<file path="src/rtl/lmc_pkg.sv">
// lmc_pkg: opcode constants and FSM state encoding shared by the LMC sequencer and its ALU.
// Latency: n/a (declarations only).
// Backpressure: n/a.
package lmc_pkg;

  // Instruction opcodes, carried in ir[7:4].
  localparam logic [3:0] HLT = 4'h0;
  localparam logic [3:0] ADD = 4'h1;
  localparam logic [3:0] SUB = 4'h2;
  localparam logic [3:0] STA = 4'h3;
  localparam logic [3:0] LDA = 4'h5;
  localparam logic [3:0] BRA = 4'h6;
  localparam logic [3:0] BRZ = 4'h7;
  localparam logic [3:0] BRP = 4'h8;
  localparam logic [3:0] OUT = 4'h9;

  typedef enum logic [1:0] {
    IDLE  = 2'd0,
    FETCH = 2'd1,
    EXEC  = 2'd2,
    HALT  = 2'd3
  } state_t;

endpackage

</file>
<file path="src/rtl/lmc_alu.sv">
// lmc_alu: accumulator arithmetic for ADD/SUB/LDA; any other opcode passes acc through.
// Latency: combinational.
// Backpressure: none.
// Ports: acc (current accumulator), operand (RAM word), opcode (ir[7:4]),
//        result (next accumulator value), neg_next (borrow flag for SUB, 0 for ADD/LDA).
module lmc_alu
  import lmc_pkg::*;
#(
  parameter int DATA_WIDTH = 8
) (
  input  logic [DATA_WIDTH-1:0] acc,
  input  logic [DATA_WIDTH-1:0] operand,
  input  logic [3:0]            opcode,
  output logic [DATA_WIDTH-1:0] result,
  output logic                  neg_next
);

  // One extra bit on the subtraction exposes the borrow in its MSB.
  logic [DATA_WIDTH:0] diff;

  assign diff = {1'b0, acc} - {1'b0, operand};

  always_comb begin
    result   = acc;
    neg_next = 1'b0;
    case (opcode)
      ADD: result = acc + operand;
      SUB: begin
        result   = diff[DATA_WIDTH-1:0];
        neg_next = diff[DATA_WIDTH];
      end
      LDA: result = operand;
      default: ;
    endcase
  end

endmodule

</file>
<file path="src/rtl/lmc_sequencer.sv">
// lmc_sequencer: two-cycle-per-instruction Little Man Computer sequencer driving an external async-read RAM.
// Latency: FETCH + EXEC = 2 cycles per instruction; run starts FETCH on the following cycle.
// Backpressure: loader writes accepted combinationally (load_ready) only in IDLE/HALT; ignored while executing.
// Ports: timer555 clock, reset_count sync active-high reset, run start request,
//        load_valid/load_ready/load_addr/load_data loader write, ram_addr/ram_wdata/ram_we/ram_rdata RAM,
//        pc/acc/out_data/out_valid/halted architectural status.
// Build option: LMC_SEQ_STEP_EN adds a step input; FETCH then waits for step=1 (single-step execution).
module lmc_sequencer
  import lmc_pkg::*;
#(
  parameter int ADDR_WIDTH = 4,
  parameter int DATA_WIDTH = 8
) (
  input  logic                  timer555,
  input  logic                  reset_count,
  input  logic                  run,
`ifdef LMC_SEQ_STEP_EN
  input  logic                  step,
`endif
  input  logic                  load_valid,
  output logic                  load_ready,
  input  logic [ADDR_WIDTH-1:0] load_addr,
  input  logic [DATA_WIDTH-1:0] load_data,
  output logic [ADDR_WIDTH-1:0] ram_addr,
  output logic [DATA_WIDTH-1:0] ram_wdata,
  output logic                  ram_we,
  input  logic [DATA_WIDTH-1:0] ram_rdata,
  output logic [ADDR_WIDTH-1:0] pc,
  output logic [DATA_WIDTH-1:0] acc,
  output logic [DATA_WIDTH-1:0] out_data,
  output logic                  out_valid,
  output logic                  halted
);

  state_t                state, state_next;
  logic [DATA_WIDTH-1:0] ir, ir_next;
  logic                  neg, neg_next;
  logic [ADDR_WIDTH-1:0] pc_next;
  logic [DATA_WIDTH-1:0] acc_next;
  logic [DATA_WIDTH-1:0] out_data_next;
  logic                  out_valid_next;

  logic [3:0]            opcode;
  logic [ADDR_WIDTH-1:0] operand_addr;
  logic [DATA_WIDTH-1:0] alu_result;
  logic                  alu_neg;
  logic                  fetch_go;

  assign opcode       = ir[7:4];
  assign operand_addr = ADDR_WIDTH'(ir[3:0]);
  assign halted       = (state == HALT);

`ifdef LMC_SEQ_STEP_EN
  assign fetch_go = step;
`else
  assign fetch_go = 1'b1;
`endif

  lmc_alu #(
    .DATA_WIDTH (DATA_WIDTH)
  ) u_alu (
    .acc      (acc),
    .operand  (ram_rdata),
    .opcode   (opcode),
    .result   (alu_result),
    .neg_next (alu_neg)
  );

  always_ff @(posedge timer555) begin
    if (reset_count) begin
      state     <= IDLE;
      pc        <= '0;
      acc       <= '0;
      ir        <= '0;
      neg       <= 1'b0;
      out_data  <= '0;
      out_valid <= 1'b0;
    end else begin
      state     <= state_next;
      pc        <= pc_next;
      acc       <= acc_next;
      ir        <= ir_next;
      neg       <= neg_next;
      out_data  <= out_data_next;
      out_valid <= out_valid_next;
    end
  end

  always_comb begin
    state_next     = state;
    pc_next        = pc;
    acc_next       = acc;
    ir_next        = ir;
    neg_next       = neg;
    out_data_next  = out_data;
    out_valid_next = 1'b0;
    ram_addr       = '0;
    ram_wdata      = '0;
    ram_we         = 1'b0;
    load_ready     = 1'b0;

    case (state)
      IDLE, HALT: begin
        // A loader write takes precedence over run in the same cycle.
        if (load_valid) begin
          load_ready = 1'b1;
          ram_we     = 1'b1;
          ram_addr   = load_addr;
          ram_wdata  = load_data;
        end else if (run) begin
          pc_next    = '0;
          state_next = FETCH;
        end
      end

      FETCH: begin
        ram_addr = pc;
        if (fetch_go) begin
          ir_next    = ram_rdata;
          pc_next    = pc + ADDR_WIDTH'(1);
          state_next = EXEC;
        end
      end

      EXEC: begin
        ram_addr   = operand_addr;
        state_next = FETCH;
        // Branch conditions look at acc/neg as registered, before this instruction updates them.
        case (opcode)
          HLT: state_next = HALT;
          ADD, SUB, LDA: begin
            acc_next = alu_result;
            neg_next = alu_neg;
          end
          STA: begin
            ram_we    = 1'b1;
            ram_wdata = acc;
          end
          BRA: pc_next = operand_addr;
          BRZ: if (acc == '0) pc_next = operand_addr;
          BRP: if (!neg) pc_next = operand_addr;
          OUT: begin
            out_data_next  = acc;
            out_valid_next = 1'b1;
          end
          default: ;
        endcase
      end

      default: state_next = IDLE;
    endcase

    // Reset wins over everything, including a write already decoded this cycle.
    if (reset_count) begin
      ram_we     = 1'b0;
      ram_wdata  = '0;
      load_ready = 1'b0;
    end
  end

endmodule

</file>
<file path="config.mk">
export PLATFORM = sky130hd
export DESIGN_NAME = lmc_sequencer
export DESIGN_NICKNAME = d
export VERILOG_FILES = /design/src/rtl/lmc_pkg.sv /design/src/rtl/lmc_alu.sv /design/src/rtl/lmc_sequencer.sv
export SDC_FILE = /design/constraint.sdc
export NUM_CORES = 1
export LEC_CHECK = 0
export BUFFER_PORTS_ARGS = -buffer_cell sky130_fd_sc_hd__buf_2
export CAP_MARGIN = 20
export CORE_ASPECT_RATIO = 1.25
export CORE_MARGIN = 5
export CORE_UTILIZATION = 50
export CTS_CLUSTER_DIAMETER = 80
export CTS_CLUSTER_SIZE = 28
export DETAILED_ROUTE_END_ITERATION = 7
export GPL_TIMING_DRIVEN = 0
export PLACE_DENSITY = 0.75
export SKIP_CTS_REPAIR_TIMING = 1
export SYNTH_ARGS = -nofsm -noshare
export SYNTH_HDL_FRONTEND = slang
export SYNTH_HIERARCHICAL = 1
export SYNTH_SLANG_ARGS = --single-unit
</file>
<file path="constraint.sdc">
create_clock -name timer555 -period 4.9 [get_ports timer555]
set_clock_uncertainty 0.05 [all_clocks]
set_input_delay 0.98 -clock timer555 [delete_from_list [all_inputs] [get_ports timer555]]
set_output_delay 0.98 -clock timer555 [all_outputs]
set_load 0.005 [all_outputs]
</file>
# Word-level counts from Yosys, hierarchy flattened

Cells that the tools add are included.
W data, S select, Z words.

Logic and storage cells: 64
Output and inout bits: 36
Bits in registers: 32

Add/sub/neg operators: 3
Equality and inequality tests: 16
Multiplexer cells: 25
Reduce and logical (&&, ||, !) cells: 12
Bitwise operators: 1

Operators by type and width:

| cell                  | count |
|---|---|
| $pmux W4 S3           | 3 |
| $mux W8               | 3 |
| $pmux W8 S3           | 1 |
| $mux W4               | 5 |
| $pmux W8 S2           | 1 |
| $eq A4 B3 Y1 const B  | 3 |
| $sub A8 B8 Y9         | 1 |
| $add A8 B8 Y8         | 1 |
| $eq A4 B2 Y1 const B  | 2 |
| $eq A4 B4 Y1 const B  | 2 |
| $logic_not A8 Y1      | 1 |
| $mux W1               | 7 |
| $mux W2               | 3 |
| $ne A3 B3 Y1 const B  | 2 |
| $pmux W2 S3           | 1 |
| $reduce_and A2 Y1     | 3 |
| $reduce_and A5 Y1     | 1 |
| $add A4 B1 Y4 const B | 1 |
| $eq A2 B2 Y1 const B  | 2 |
| $eq A4 B1 Y1 const B  | 1 |
| $logic_not A4 Y1      | 1 |
| $ne A2 B2 Y1 const B  | 2 |
| $ne A4 B2 Y1 const B  | 1 |
| $reduce_or A2 Y1      | 2 |
| other kinds (7)       | 7 |

# Depth between registers and ports, before layout

Gate-level depths: netlist of run 1.

Depth after elaboration: 4
Gate-level depth with buffers: 10

# Modules after synthesis

Netlist of run 1, hierarchy kept.

Modules (own cells, without submodules):

| module        | times used | cells each | area an instance (µm²) |
|---|---|---|---|
| lmc_sequencer | 1          | 180        | 1,586.5 |
| lmc_alu       | 1          | 122        | 935.9 |

# Worst setup path after synthesis of run 1

Ideal clock, no wire load.

Kind: input to register
Start point: in ram_rdata[0]
End point: reg acc[6]
Path buffers: 0
Path slack: 2.001 ns
Stages on the path: 10
Data arrival time: 2.721 ns
Cells stage by stage: ha_1 inv_1 fa_1 o21ba_2 or4_1 and3b_1 o21ai_0 nand4_1 mux2i_1 nor2_1

Longest elaborated chain between the ends: 2

Ends and longest elaborated chain:

| element                                               | line                         | source |
|---|---|---|
| start, declared                                       | lmc_sequencer.sv:27          | `input logic [DATA_WIDTH-1:0] ram_rdata,` |
| $sub A8 B8 Y9 / $add A8 B8 Y8 (equally long branches) | lmc_alu.sv:21, lmc_alu.sv:27 |  |
| $pmux W8 S3 *                                         | lmc_alu.sv:26                | `case (opcode)` |
| via alu_result[6]                                     | lmc_sequencer.sv:45          | `logic [DATA_WIDTH-1:0] alu_result;` |
| end signal, assigned                                  | lmc_sequencer.sv:81          | `acc <= acc_next;` |
| end, declared                                         | lmc_sequencer.sv:29          | `output logic [DATA_WIDTH-1:0] acc,` |

Mark *: on every way through the listed nets, which the timed path passes. The rest lies on a longest branch.
A chain may end at the register's enable or synchronous reset.

# Worst setup path in the final report of run 1

Start point: in load_valid
End point: out ram_wdata[3]

Longest elaborated chain between the ends: 3

Ends and longest elaborated chain:

| element         | line                 | source |
|---|---|---|
| start, declared | lmc_sequencer.sv:20  | `input logic load_valid,` |
| $mux W8         | lmc_sequencer.sv:105 | `if (load_valid) begin` |
| $pmux W8 S2     | lmc_sequencer.sv:102 | `case (state)` |
| $mux W8         | lmc_sequencer.sv:154 | `if (reset_count) begin` |
| end, declared   | lmc_sequencer.sv:25  | `output logic [DATA_WIDTH-1:0] ram_wdata,` |

Every way passes these cells.

==> results of run 1 <==
==> sequential cells by signal, indices dropped and copies added, names as in the netlist <==
name	cells
out_data	8
ir	8
pc	4
neg	1
out_valid	1
state	2
acc	8
==> final cells by class <==
cell class	instances	area (um^2)	area share
inverters	21	78.83	0.02640
plain buffers	17	85.08	0.02850
clock buffers	8	90.09	0.03018
flip-flops and latches	32	640.6	0.2146
multi-input cells	232	1718	0.5754
repair buffers	59	295.3	0.09891
well taps	62	77.57	0.02598
==> synthesized netlist by cell type, drive strengths merged, types with 2 or more instances <==
master	n
a221oi	4
o221a	3
a22o	5
nor3b	5
or4	2
mux2	3
buf	10
a211oi	3
o211ai	2
nor4	2
nand2	9
a221o	2
nor2	49
o21ai	17
fa	2
inv	21
clkbuf	7
nor3	5
dfxtp	32
a22oi	19
a21o	3
nand4	2
nor2b	9
mux2i	26
a211o	2
nand3	2
nand2b	4
a21oi	6
ha	21
and3b	2
==> cell families (layout without fill, tap and decap cells) <==
kind of cell	count (synthesis)	after routing	share of synthesized area
mux	29	29	0.1166
xor+xnor	1	1	0.003473
compound gates	80	80	0.2406
buf+inv	38	105	0.06498
flops	32	32	0.2540
simple gates	99	99	0.2004
fa+ha+maj	23	23	0.1200
==> through the flow <==
stage	hold slack (ns)	instance area (um^2)	cells	utilization	total power [W]
after floorplan	0.4060	2522	302	-	0.0005163
after global placement	0.4194	2895	423	0.5824	0.0005923
after detailed placement	0.4419	2895	423	0.5824	0.0005987
after CTS	0.4552	2985	431	0.6006	0.0008020
after global routing	0.4762	2985	431	0.6006	0.0008497
final	0.4511	2985	431	0.6006	0.0008025
==> report_power, final <==
part	leakage, nW	internal [W]	switching [W]	total, W
combinational	1.19	0.000125	0.000167	0.000292
clock	0.0455	0.000114	0.0000921	0.000207
sequential	0.259	0.000277	0.0000270	0.000304
total	1.50	0.000516	0.000286	0.000803
==> worst paths after layout <==
path | from | endpoint | slack, ns | cells after the start
setup / recovery | load_valid | ram_wdata[3] | 1.75 | 7
hold / removal | out_data[0]$_SDFFE_PP0P_ | out_data[0]$_SDFFE_PP0P_ | 0.45 | 2
setup reg to reg | acc[1]$_SDFFE_PP0P_ | acc[6]$_SDFFE_PP0P_ | 2.15 | 9
hold reg to reg | out_data[0]$_SDFFE_PP0P_ | out_data[0]$_SDFFE_PP0P_ | 0.45 | 2
==> tightest hold or removal path, stage by stage (launching register included) <==
cell and delay, ns:
dfxtp_1 0.33, mux2i_1 0.07, nor2_1 0.07
==> routing by layer <==
layer,vias up,share of wire,GRT usage
met1,1164,0.41,0.2364
met4,0,0.011,0.08567
met2,82,0.52,0.3823
li1,1225,-,-
met3,9,0.059,0.02250
met5,-,0,0
==> impl_metrics.csv, run 1 <==
group,metric,value,unit
clocking,clock_path_buffers,2,
final_layout,nNetsFinal,415,
clocking,clock-root-buffer,"clkbuf_8",
placement,dp_slack,1.578,ns
detailed_routing,detail_route.iter0.violations,167,
synthesis,ys_warn_count,6,
critical_path,path_cells,"buf_2 > and2_1 > clkbuf_1 > clkbuf_1 > a22oi_1 > nor2_1 > buf_2",
floorplanning,die-width,73.53,um
clocking,clock_latency,0.28,ns
placement,dp_hpwl,5268,um
global_route,grt_start_max_net_pins,16,
synthesis,ys_seq_elements,32,
critical_path,arrival,2.12,ns
run,maxCapViolCount,0,
placement,gp_congestion,0.9449,
detailed_routing,finalWirelength,6700,um
critical_path,critical_path_class,"in2out",
clocking,path_clk_slew,0.06,ns
synthesis,synth_top_flop_cell,"dfxtp_1",
synthesis,async_reset_ff_frac,0,
placement,port_buffers,59,
detailed_routing,route.detailed.drc,0,
critical_path,path_max_fanout,10,
critical_path,start_kind,"input pin",
power,power.density,268.8,mW/mm^2
final_layout,final_cell_mix,"67 x buf_2, 49 x nor2_1, 32 x dfxtp_1",
timing,slew_violations,0,
synthesis,synth_edf_count,0,
synthesis,synth_top_area_frac,0.2540,
detailed_routing,viasPerCell,5.754,
synthesis,synth_nets,349,
critical_path,crit_required,3.87,ns
global_route,overflow,0,
synthesis,synth_area_per_cell,8.352,um^2
final_layout,drive_gt1_frac,0.2331,
timing,rsz0062_at_grt,"no",
final_layout,diodes,0,
detailed_routing,detail-route-antenna-nets,0,
outcome,status,"completed",
global_route,grt_pass1_wl,10700,um
floorplanning,io_pins,60,
timing,fin_crit,3.151,ns
worst_hold_path,min_path_type,"reg2reg",
critical_path,cp_slowest_cell,"clkbuf_1",
power,max-vdd-ir-drop,0.1273,mV
final_layout,fillCellCount,469,
timing,timing.fmax,317.3,MHz
final_layout,areaGrowthSynthToFinish,18.35,%
synthesis,syn_inst,302,
synthesis,ys_seq_area_frac,0.2540,
timing,finalSetupViolCount,0,
floorplanning,die_area,0.006574,mm^2
timing,final-hold-violation-count,0,
critical_path,critPathMaxStageDelay,0.37,ns
floorplanning,row_count,29,
synthesis,post_synth_instance_area,0.002522,mm^2
floorplanning,dieHeight,89.41,um
final_layout,final_common_cell,"buf_2",
power,p_leak,1.498,nW
synthesis,yosysTopAreaCell,"dfxtp_1",
timing,slew_headroom,0.5836,
critical_path,end_kind,"primary output",
timing,setup_tns,0,ns
global_route,grt_pass1_vias,2291,
detailed_routing,wire_per_inst,15.55,um
clocking,htree_levels,2,
timing,setup_slack,1.749,ns
critical_path,critical_path_buf_inv_count,4,
detailed_routing,vias,2480,
clocking,cts_inserted_buffers,5,
detailed_routing,dr.pass1.iters,5,
synthesis,synth.area.top_cells,"dfxtp_1 25%, ha_1 10%, mux2i_1 10%",
critical_path,critPathTopFamily,"buffers and inverters",
global_route,antenna_found_initial,0,
timing,tightestPinTransition,0.6232,ns
clocking,cts_tree,"yes",
clocking,clock_sinks,32,
global_route,grt_usage,0.2063,
floorplanning,start_util,0.5074,
timing,finalCritPeriodShare,0.6431,
synthesis,ys_types,62,
floorplanning,core_area,0.004971,mm^2
(Power assumes the default switching activity.)
==> run 2: changes to the inputs <==
--- a/config.mk
+++ b/config.mk
@@ -5,6 +5,7 @@
 export SDC_FILE = /design/constraint.sdc
 export NUM_CORES = 1
 export LEC_CHECK = 0
+export ABC_AREA = 1
 export BUFFER_PORTS_ARGS = -buffer_cell sky130_fd_sc_hd__buf_2
 export CAP_MARGIN = 20
 export CORE_ASPECT_RATIO = 1.25
==> constraint.sdc (replaced) <==
create_clock -name timer555 -period 3.1 [get_ports timer555]
set_clock_uncertainty 0.05 [all_clocks]
set_input_delay 0.62 -clock timer555 [delete_from_list [all_inputs] [get_ports timer555]]
set_output_delay 0.62 -clock timer555 [all_outputs]
set_load 0.005 [all_outputs]
==> impl_metrics.csv, run 2 <==
group,metric,value,unit
outcome,status,"completed",
timing,tightestPinTransition,0.4921,ns
clocking,htree_levels,2,
synthesis,syn_inst,424,
critical_path,critPathTopFamily,"buffers and inverters",
final_layout,final_common_cell,"nand2_1",
synthesis,synth_top_flop_cell,"dfxtp_1",
final_layout,nNetsFinal,536,
critical_path,crit_required,2.43,ns
power,internal_power,0.0008291,W
critical_path,start_kind,"flop",
global_route,overflow,0,
clocking,clock-root-buffer,"clkbuf_8",
synthesis,yosysMostFrequentCell,"nand2_1",
clocking,clock_sinks,32,
timing,timing.fmax,386.1,MHz
synthesis,post_synth_instance_area,0.002654,mm^2
final_layout,final_cell_mix,"92 x nand2_1, 63 x nor2_1, 61 x buf_2",
floorplanning,row_count,29,
run,maxCapViolCount,0,
final_layout,reg.largest.list,"acc x8, ir x8, out_data x8",
placement,port_buffers,58,
final_layout,stdcell_count,552,
global_route,grt_pass1_vias,2727,
timing,finalSetupViolCount,0,
synthesis,async_reset_ff_frac,0,
power,p_seq_frac,0.355,
critical_path,critPathMaxStageDelay,0.42,ns
final_layout,areaGrowthSynthToFinish,17.40,%
critical_path,end_kind,"primary output",
timing,slew_headroom,0.6719,
power,max-vdd-ir-drop,0.1833,mV
detailed_routing,dr.pass1.iters,4,
critical_path,cp_slowest_cell,"dfxtp_1",
global_route,grt_start_max_net_pins,11,
synthesis,ys_seq_area_frac,0.2414,
synthesis,yosysTopAreaCell,"dfxtp_1",
timing,setup_tns,0,ns
power,power.switching,0.0005928,W
synthesis,synth.area.top_cells,"dfxtp_1 24%, nand2_1 13%, ha_1 9.9%",
clocking,cts_inserted_buffers,5,
timing,rsz0062_at_grt,"no",
detailed_routing,detail-route-antenna-nets,0,
critical_path,arrival,1.92,ns
floorplanning,die-width,75.16,um
placement,dp.cells,544,
critical_path,critical_path_buf_inv_count,3,
final_layout,final_util,0.6090,
detailed_routing,wire_per_inst,13.64,um
synthesis,synth_top_area_frac,0.2414,
floorplanning,dieHeight,91.45,um
synthesis,ys_types,37,
clocking,clock_latency,0.29,ns
synthesis,ys_warn_count,6,
final_layout,drive_gt1_frac,0.1980,
worst_hold_path,min_path_type,"reg2reg",
global_route,antenna_found_initial,0,
clocking,clock_path_buffers,2,
critical_path,critical_path_class,"reg2out",
floorplanning,start_util,0.5187,
placement,dp_hpwl,5851,um
floorplanning,die_area,0.006873,mm^2
timing,finalCritPeriodShare,0.8355,
power,power.density,456.4,mW/mm^2
critical_path,r2r_slack,0.76,ns
critical_path,path_max_fanout,10,
timing,final-hold-violation-count,0,
synthesis,synth_nets,471,
power,power_frac_comb,0.406,
synthesis,synth_area_per_cell,6.259,um^2
synthesis,synth_edf_count,0,
critical_path,path_cells,"inv_1 > ha_1 > clkbuf_1 > a21oi_1 > a31o_2 > buf_2",
detailed_routing,vias,2907,
final_layout,diodes,0,
floorplanning,core_area,0.005116,mm^2
placement,gp_congestion,0.8859,
synthesis,ys_seq_elements,32,
timing,fin_crit,2.590,ns
detailed_routing,route.detailed.drc,0,
clocking,path_clk_slew,0.07,ns
power,switching_share,0.4169,
global_route,grt_pass1_wl,12610,um
global_route,grt_usage,0.2289,
power,pwr-share-clk,0.238,
floorplanning,io_pins,60,
detailed_routing,finalWirelength,7529,um
synthesis,netlist_top_cells_count,"92 x nand2_1, 63 x nor2_1, 51 x nand3_1, 47 x inv_1, 34 x a21oi_1",
clocking,cts_tree,"yes",
detailed_routing,viasPerCell,5.266,
timing,slew_violations,0,
power,p_leak,1.594,nW
detailed_routing,detail_route.iter0.violations,224,
[run 2: changes by cell type in the layout (fill, tap and decap cells not counted), sizes merged, moves of 5 or more]
| cell | delta |
|---|---|
| a22oi | -19 |
| inv | +33 |
| a21oi | +29 |
| nor2b | -9 |
| a22o | -5 |
| o21ai | +16 |
| nor2 | +17 |
| nand4 | +5 |
| nand3 | +53 |
| mux2i | -26 |
| nand2 | +84 |
[run 2: final cells by class]
| class | count | area [um^2] |
|---|---|---|
| Clock inverter | 1 | 7.507 |
| Tap cell | 62 | 77.57 |
| Clock buffer | 7 | 86.33 |
| Fill cell | 509 | 2001 |
| Inverter | 56 | 210.2 |
| Timing Repair Buffer | 58 | 290.3 |
| Buffer | 13 | 72.57 |
| Sequential cell | 32 | 640.6 |
| Multi-Input combinational cell | 323 | 1730 |
[run 2: cells by family after synthesis]
| family | share of synthesized area |
|---|---|
| simple gates | 0.3824 |
| buf+inv | 0.1066 |
| fa+ha+maj | 0.1141 |
| compound gates | 0.1556 |
| flops | 0.2414 |
[run 2: final timing paths]
kind                            cells past startpoint                      from                        to
worst max-delay path                                6     state[0]$_SDFFE_PP0P_               ram_addr[1]
worst min-delay path                                2  out_data[1]$_SDFFE_PP0P_  out_data[1]$_SDFFE_PP0P_
worst max register to register                     11       acc[0]$_SDFFE_PP0P_       acc[6]$_SDFFE_PP0P_
worst min register to register                      2  out_data[1]$_SDFFE_PP0P_  out_data[1]$_SDFFE_PP0P_
[run 2: metrics by stage]
step / hold slack, ns / setup WS, ns / cell area, um^2 / total power (W)
5_1_grt: 0.4593 / 0.3278 / 3115 / 0.001531
4_1_cts: 0.4349 / 0.5394 / 3115 / 0.001418
3_5_place_dp: 0.4189 / 0.7047 / 3022 / 0.001087
2_1_floorplan: 0.4049 / 1.013 / 2654 / 0.0009168
6_report: 0.4320 / 0.5101 / 3115 / 0.001422
3_3_place_gp: 0.4079 / 0.7091 / 3022 / 0.001077
[run 2: power by group through the flow]
stage / Combinational [W] / Sequential [W] / Clock [W]
2_1_floorplan: 0.000419 / 0.000498 / 0
3_3_place_gp: 0.000567 / 0.000510 / 0
3_5_place_dp: 0.000574 / 0.000513 / 0
4_1_cts: 0.000577 / 0.000503 / 0.000338
5_1_grt: 0.000657 / 0.000512 / 0.000362
6_report: 0.000578 / 0.000505 / 0.000339
[run 2: worst reg2reg max path: stages, from the launching register on]
cell     delay (ns)
dfxtp_1        0.58
inv_1          0.12
ha_1           0.23
fa_1           0.45
o21ai_4        0.20
nand3_2        0.09
nand2_1        0.07
nand2_1        0.07
nand3_1        0.08
nand4_1        0.11
o21ai_1        0.14
a21oi_1        0.05
[run 2: routing by layer]
layer,share of wire,track usage,vias to the layer above
li1,-,-,1504
met1,0.42,0.2769,1320
met2,0.51,0.3997,69
met3,0.042,0.02431,14
met4,0.026,0.09329,0
met5,0,0,-
==> run 3: changes to the inputs <==
==> constraint.sdc (replaced) <==
create_clock -name timer555 -period 2.4 [get_ports timer555]
set_clock_uncertainty 0.05 [all_clocks]
set_input_delay 0.48 -clock timer555 [delete_from_list [all_inputs] [get_ports timer555]]
set_output_delay 0.48 -clock timer555 [all_outputs]
set_load 0.005 [all_outputs]
==> impl_metrics.csv, run 3 (synthesis results as in run 2) <==
group,metric,value,unit
outcome,status,"completed",
critical_path,path_max_fanout,10,
global_route,grt_pass1_vias,2727,
final_layout,final_common_cell,"nand2_1",
detailed_routing,viasPerCell,5.222,
floorplanning,start_util,0.5187,
final_layout,areaGrowthSynthToFinish,18.53,%
detailed_routing,detail_route.iter0.violations,240,
global_route,grt_start_max_net_pins,11,
clocking,clock_path_buffers,2,
critical_path,rr_endpoint,"acc[6]$_SDFFE_PP0P_",
floorplanning,core_area,0.005116,mm^2
timing,fin_crit,2.261,ns
clocking,path_clk_slew,0.07,ns
final_layout,diodes,0,
timing,slew_violations,0,
power,p_leak,1.608,nW
power,power.density,586.7,mW/mm^2
worst_hold_path,min_from,"ram_rdata[2]",
timing,setup_slack,0.1387,ns
critical_path,r2r-start,"acc[0]$_SDFFE_PP0P_",
floorplanning,dieHeight,91.45,um
timing,slew_headroom,0.7011,
detailed_routing,route.detailed.drc,0,
timing,finalSetupViolCount,0,
critical_path,critical_path_class,"reg2out",
critical_path,cp_slowest_cell,"dfxtp_1",
detailed_routing,vias,2888,
run,maxCapViolCount,0,
floorplanning,die_area,0.006873,mm^2
floorplanning,die-width,75.16,um
detailed_routing,wire_per_inst,13.50,um
detailed_routing,detail-route-antenna-nets,0,
floorplanning,io_pins,60,
worst_hold_path,hold_path_end,"ir[2]$_SDFFE_PP0P_",
global_route,antenna_found_initial,0,
final_layout,nNetsFinal,537,
critical_path,rr_worst_depth,11,
critical_path,critPathMaxStageDelay,0.42,ns
worst_hold_path,hold_depth,3,
clocking,clock_sinks,32,
timing,final-hold-violation-count,0,
detailed_routing,finalWirelength,7465,um
clocking,clock-root-buffer,"clkbuf_8",
clocking,cts_inserted_buffers,5,
final_layout,drive_gt1_frac,0.2159,
worst_hold_path,min_path_type,"in2reg",
timing,timing.fmax,442.2,MHz
global_route,grt_usage,0.2289,
timing,tightestPinTransition,0.4484,ns
placement,dp_slack,0.04972,ns
critical_path,r2r_slack,0.22,ns
detailed_routing,dr.pass1.iters,4,
power,max-vdd-ir-drop,0.2335,mV
global_route,grt_pass1_wl,12610,um
critical_path,start_kind,"flop",
critical_path,path_cells,"inv_1 > ha_1 > clkbuf_2 > a21oi_1 > a31o_2 > buf_2",
placement,gp_congestion,0.8859,
placement,port_buffers,58,
critical_path,crit_required,1.87,ns
floorplanning,row_count,29,
clocking,clock_latency,0.28,ns
critical_path,end_kind,"primary output",
clocking,cts_tree,"yes",
timing,finalCritPeriodShare,0.9422,
placement,dp_hpwl,5851,um
clocking,htree_levels,2,
final_layout,final_cell_mix,"91 x nand2_1, 63 x nor2_1, 61 x buf_2",
global_route,overflow,0,
final_layout,reg.largest.list,"acc x8, ir x8, out_data x8",
timing,rsz0062_at_grt,"no",
timing,setup_tns,0,ns
critical_path,arrival,1.73,ns
==> run 3: cell types whose count changed in the layout (fill, tap and decap cells not counted), sizes merged <==
cell      delta
clkinv       -1
clkinvlp     +1
inv          +1
==> run 3: cell type report <==
cell class	instances	area (um^2)
fill	508	1971
multi-input combinational	323	1742
sequential	32	643.1
timing repair buffer	58	290.3
inverter	56	210.2
clock buffer	7	86.33
buffer	13	81.33
tap	62	77.57
clock inverter	1	7.507
timing repair inverter	1	7.507
==> run 3: worst max-delay path by stage <==
stage / cells after the start / slack [ns] / to / startpoint
after global placement: 11 / 0.06 / acc[6]$_SDFFE_PP0P_ / acc[0]$_SDFFE_PP0P_
after detailed placement: 11 / 0.05 / acc[6]$_SDFFE_PP0P_ / acc[0]$_SDFFE_PP0P_
after floorplan: 13 / 0.39 / neg$_SDFFE_PP0P_ / acc[0]$_SDFFE_PP0P_
final: 6 / 0.14 / ram_addr[1] / state[0]$_SDFFE_PP0P_
after global routing: 8 / 0.01 / ram_wdata[2] / state[0]$_SDFFE_PP0P_
after CTS: 6 / -0.02 / ram_wdata[2] / state[0]$_SDFFE_PP0P_
==> run 3: per-stage QoR <==
| stage | utilization | hold slack [ns] | instances | area, um^2 | total power (W) |
|---|---|---|---|---|---|
| global route | 0.6148 | 0.4555 | 553 | 3146 | 0.001993 |
| CTS | 0.6090 | 0.4226 | 552 | 3115 | 0.001831 |
| floorplan | - | 0.4049 | 424 | 2654 | 0.001184 |
| finish | 0.6148 | 0.4259 | 553 | 3146 | 0.001846 |
| detailed placement | 0.5906 | 0.4189 | 544 | 3022 | 0.001404 |
| global placement | 0.5906 | 0.4079 | 544 | 3022 | 0.001391 |
==> run 3: routing by layer <==
metal	GRT usage	vias up	wire, um
met5	0	-	0
met4	0.09329	0	207
met3	0.02431	14	375
met2	0.3997	76	3761
met1	0.2769	1289	3120
li1	-	1509	-
==> run 3: power by group <==
part	internal, W	switching [W]
Combinational	0.000266	0.000493
Sequential	0.000583	0.0000705
Clock	0.000233	0.000199
Total	0.00108	0.000763
==> run 3: critical path, delay by kind of cell, from the launching register on <==
kind            cells  cell delay, ns
flops               1            0.42
buf+inv             3            0.43
compound gates      2            0.28
fa+ha+maj           1            0.31
